`src/rtl/cr_pkt_queue_enq.sv`:
```
// Write side of the per-flow retransmit packet queue: enqueues (seq, tx_id) entries with
// duplicate-seq filtering, applies the transmit processor's pops, and exports the packed context.
module cr_pkt_queue_enq #(
  parameter int unsigned IND_W  = 3,
  parameter int unsigned SEQ_W  = 16,
  parameter int unsigned TXID_W = 4,
  parameter int unsigned CNT_W  = 16,
  localparam int unsigned DEPTH = 2 ** IND_W
) (
  input  logic                    clk,
  input  logic                    rst_n,
  input  logic                    enq_valid,
  output logic                    enq_ready,
  input  logic [SEQ_W-1:0]        enq_seq,
  input  logic [TXID_W-1:0]       enq_tx_id,
  input  logic                    deq,
  input  logic                    flush,
  output logic [DEPTH*SEQ_W-1:0]  pkt_queue,
  output logic [DEPTH*TXID_W-1:0] tx_id_queue,
  output logic [IND_W-1:0]        head,
  output logic [IND_W-1:0]        size,
  output logic                    enq_done,
  output logic                    enq_dup,
  output logic [CNT_W-1:0]        dup_cnt,
  output logic [CNT_W-1:0]        drop_cnt
);

  localparam logic [IND_W-1:0] IndOne  = IND_W'(1);
  localparam logic [IND_W-1:0] SizeMax = '1;

  logic [SEQ_W-1:0]  seq_mem_q [DEPTH];
  logic [TXID_W-1:0] txid_mem_q [DEPTH];
  logic [IND_W-1:0]  head_q, size_q;
  logic              done_q, dup_q;
  logic [CNT_W-1:0]  dup_cnt_q, drop_cnt_q;

  logic              accept;
  logic              is_dup;
  logic              do_write;
  logic              do_deq;
  logic              drop;
  logic [IND_W-1:0]  tail;

  assign enq_ready = rst_n && !flush && (size_q != SizeMax);
  assign accept    = enq_valid && enq_ready;
  assign drop      = enq_valid && !enq_ready && !flush;
  assign tail      = head_q + size_q;
  assign do_write  = accept && !is_dup;
  assign do_deq    = deq && (size_q != '0);

  // Compare against every occupied slot, oldest first, using state before this cycle's pop.
  always_comb begin
    is_dup = 1'b0;
    for (int k = 0; k < DEPTH; k++) begin
      if (k < int'(size_q) && seq_mem_q[head_q + IND_W'(k)] == enq_seq) begin
        is_dup = 1'b1;
      end
    end
    if (!accept) begin
      is_dup = 1'b0;
    end
  end

  always_ff @(posedge clk) begin
    if (!rst_n) begin
      head_q     <= '0;
      size_q     <= '0;
      done_q     <= 1'b0;
      dup_q      <= 1'b0;
      dup_cnt_q  <= '0;
      drop_cnt_q <= '0;
      for (int i = 0; i < DEPTH; i++) begin
        seq_mem_q[i]  <= '0;
        txid_mem_q[i] <= '0;
      end
    end else begin
      done_q <= accept;
      dup_q  <= is_dup;

      if (flush) begin
        head_q <= '0;
        size_q <= '0;
      end else begin
        if (do_write) begin
          seq_mem_q[tail]  <= enq_seq;
          txid_mem_q[tail] <= enq_tx_id;
        end
        if (do_deq) begin
          head_q <= head_q + IndOne;
        end
        unique case ({do_write, do_deq})
          2'b10:   size_q <= size_q + IndOne;
          2'b01:   size_q <= size_q - IndOne;
          default: size_q <= size_q;
        endcase
      end

      if (is_dup && dup_cnt_q != '1) begin
        dup_cnt_q <= dup_cnt_q + CNT_W'(1);
      end
      if (drop && drop_cnt_q != '1) begin
        drop_cnt_q <= drop_cnt_q + CNT_W'(1);
      end
    end
  end

  for (genvar g = 0; g < DEPTH; g++) begin : g_pack
    assign pkt_queue[g*SEQ_W +: SEQ_W]     = seq_mem_q[g];
    assign tx_id_queue[g*TXID_W +: TXID_W] = txid_mem_q[g];
  end

  assign head     = head_q;
  assign size     = size_q;
  assign enq_done = done_q;
  assign enq_dup  = dup_q;
  assign dup_cnt  = dup_cnt_q;
  assign drop_cnt = drop_cnt_q;

endmodule

```
`config.mk`:
```
export PLATFORM = sky130hd
export DESIGN_NAME = cr_pkt_queue_enq
export DESIGN_NICKNAME = d
export VERILOG_FILES = /design/src/rtl/cr_pkt_queue_enq.sv
export SDC_FILE = /design/constraint.sdc
export NUM_CORES = 1
export LEC_CHECK = 0
export BUFFER_PORTS_ARGS = -buffer_cell sky130_fd_sc_hd__buf_2
export CORE_AREA = 5 5 182 184
export DETAILED_ROUTE_END_ITERATION = 10
export DIE_AREA = 0 0 187 189
export PLACE_DENSITY = 0.71
export SLEW_MARGIN = 20
export SYNTH_ARGS = -nofsm -noshare
export SYNTH_HDL_FRONTEND = slang
export SYNTH_SLANG_ARGS = --single-unit
```
`constraint.sdc`:
```
create_clock -name clk -period 8.3 [get_ports clk]
set_input_delay 1.245 -clock clk [delete_from_list [all_inputs] [get_ports clk]]
set_output_delay 1.245 -clock clk [all_outputs]
set_load 0.01 [all_outputs]
```
==> reports/results.ini <==
[critical_path]
cp_max_fo=62
crit_required_ns=8.33
arrival_ns=6.59
r2r_setup_slack_ns=1.73
worst-setup-path-type=flip-flop to flip-flop
crit_start=head[1]
start_kind=flip-flop
end_kind=flip-flop
regToRegStartpoint=head[1]

[yosys]
post-synth-top-area-fraction=0.311
synth_area_per_cell_um2=12.1
synthTopCellsByCount=160 x edfxtp_1, 144 x mux4_2, 126 x xnor2_1
synth_nets=1317
yosysUniqueCellTypes=73
synth_edf_count=160
ys_seq_elements=203
yosysMostFrequentCell=edfxtp_1
ys_seq_area_frac=0.367
ys_async_sr_fraction=0
syn-cell-area_um2=15500
yosys_warnings=0
synthCells=1280
yosys-top-cells-area=edfxtp_1 31%, mux4_2 21%, xnor2_1 7.1%, mux2i_1 7.0%, dfxtp_1 5.6%
yosys.area.top_type=edfxtp_1
synth-main-ff-cell=edfxtp_1

[floorplan]
die_y_um=189
coreArea_um2=31200
dieArea_um2=35300
ios=226
die_w_um=187
initial_utilization=0.495
std_cell_rows=65

[cts]
path_clk_slew_ns=0.06
clockBufferDepth=3
post_cts_resized=0
clock_latency_ns=0.52
cts_inserted_buffers=23
cts-root-buf=clkbuf_16
htree_levels=1
holdBufCountCts=0
cts.sinks=203
cts_tree=done
postCtsSetupRepairBufs=0

[pwr]
p_int_w=0.00197
p_leak_nw=6.22
powerDensity_nw_per_um2=154
combinationalPowerShare=0.137
power_frac_seq=0.447
swShare=0.268
switchingPower_w=0.000722
design_power_total_w=0.00269
clkPwrFrac=0.415
max-vdd-ir-drop_mv=0.169

[global_route]
grt_usage=0.307
grt_start_max_net_pins=68
antenna_found_initial=1
overflow=0
grt_pass1_wl_mm=83.0
grt_pass1_vias=12400

[sta]
min_period_ns=6.57
min_period_over_period=0.791
fmax_mhz=152
fin_setup_tns_ns=0
drv_slew=0
setup_viol=0
finClkSkew_ns=0.0264
hold_viol_final=0
worst_pin_slew_ns=1.13
relSlewSlack=0.243
rsz0062_at_grt=false

[final_layout]
nets=1474
regArea_um2=5680
area_growth_pct=13.3
fillCellCount=2691
multi_input_area_um2=9140
drive_gt1_frac=0.323
diodes=0

[placement]
dp_hpwl_mm=41.3
io_buffers=225
gp_routability_congestion=1.03

[routing]
vias=12900
finalWirelength_mm=56.6
wl_per_cell_um=30.5
via_per_inst=6.96
drc=0
drt_iter0_drc=1705
first_pass_iters=5
ant_nets=0

[worst_hold_path]
worstHoldStart=dup_cnt[7]
hp-class=flip-flop to flip-flop

[outcome]
status=finished clean

[run]
drv_cap=0

[sequential cells by signal, indices dropped and copies added, names as in the netlist, named ones only]
signal and count:
seq_mem_q 128, txid_mem_q 32, drop_cnt 16, dup_cnt 16, head 3, size 3
enq_done 1, enq_dup 1
[cell families after synthesis]
kind of cell | count (synthesis) | synth area share
AND/OR/NAND/NOR | 414 | 0.154
multiplexers | 261 | 0.286
flip-flops | 203 | 0.367
XOR/XNOR | 157 | 0.0904
buffers and inverters | 132 | 0.0461
AO/OA/AOI/OAI | 101 | 0.0466
adder cells (fa/ha/maj) | 12 | 0.0102
[placed cells by master, fill, tap and decap left out, types with 9 or more instances in the layout]
cell and n:
buf_2 225, edfxtp_1 160, mux4_2 144, xnor2_1 123, and2_1 119, mux2i_1 108
nor4_1 66, nand2_1 50, nor2_1 42, dfxtp_1 38, nand4_1 31, xor2_1 28
nand3_1 28, clkbuf_16 23, a21oi_1 18, inv_1 17, o21ai_0 17, nand2b_1 16
buf_4 15, nor3_1 13, o22ai_1 10, ha_1 10, mux2_2 9
[critical path: stages, from the launching register on]
cell	delay, ns
dfxtp_4	0.69
inv_1	0.16
ha_4	0.96
mux4_2	0.62
xnor2_1	0.42
nand4_1	0.18
nor4_1	0.32
mux2i_1	0.18
o311a_1	0.22
o211ai_4	0.72
buf_4	0.58
nor3_2	0.23
nand2b_1	0.70
[power groups by stage]
| stage | registers [W] | clock network, W | logic [W] |
|---|---|---|---|
| 6_report | 0.00120 | 0.00112 | 0.000370 |
| 5_1_grt | 0.00120 | 0.00116 | 0.000389 |
| 4_1_cts | 0.00120 | 0.00112 | 0.000365 |
| 3_5_place_dp | 0.00122 | 0 | 0.000363 |
| 3_3_place_gp | 0.00122 | 0 | 0.000361 |
| 2_1_floorplan | 0.00120 | 0 | 0.000231 |
[final timing paths]
| kind | endpoint | depth (start not counted) |
|---|---|---|
| worst max register to register | seq_mem_q[0][1] | 12 |
| worst min register to register | dup_cnt[7] | 2 |
| worst max-delay path | seq_mem_q[0][1] | 12 |
| worst min-delay path | dup_cnt[7] | 2 |
[through the flow]
step,hold WS [ns],utilization,std cells,setup WS (ns),cell area (µm²)
after floorplan,0.505,-,1280,3.59,15500
after global placement,0.476,0.532,1812,1.59,16600
after detailed placement,0.492,0.533,1813,1.72,16600
after CTS,0.503,0.560,1854,1.70,17500
after global routing,0.534,0.561,1855,1.44,17500
final,0.501,0.561,1855,1.73,17500
[final cells by class]
class,instances,share of cell area
repair buffers,242,0.0729
clock inverters,11,0.00965
well taps,402,0.0287
flip-flops and latches,203,0.324
multi-input cells,945,0.522
inverters,22,0.00472
clock buffers,30,0.0378
[metal layers]
metal / up-vias / GRT usage / part of all wire
met5: - / 0 / 0.00023
met4: 2 / 0.114 / 0.044
met3: 188 / 0.0778 / 0.13
met2: 1102 / 0.469 / 0.44
met1: 6357 / 0.429 / 0.38
li1: 5264 / - / -
Note: power is estimated with default switching activity, not from simulation.
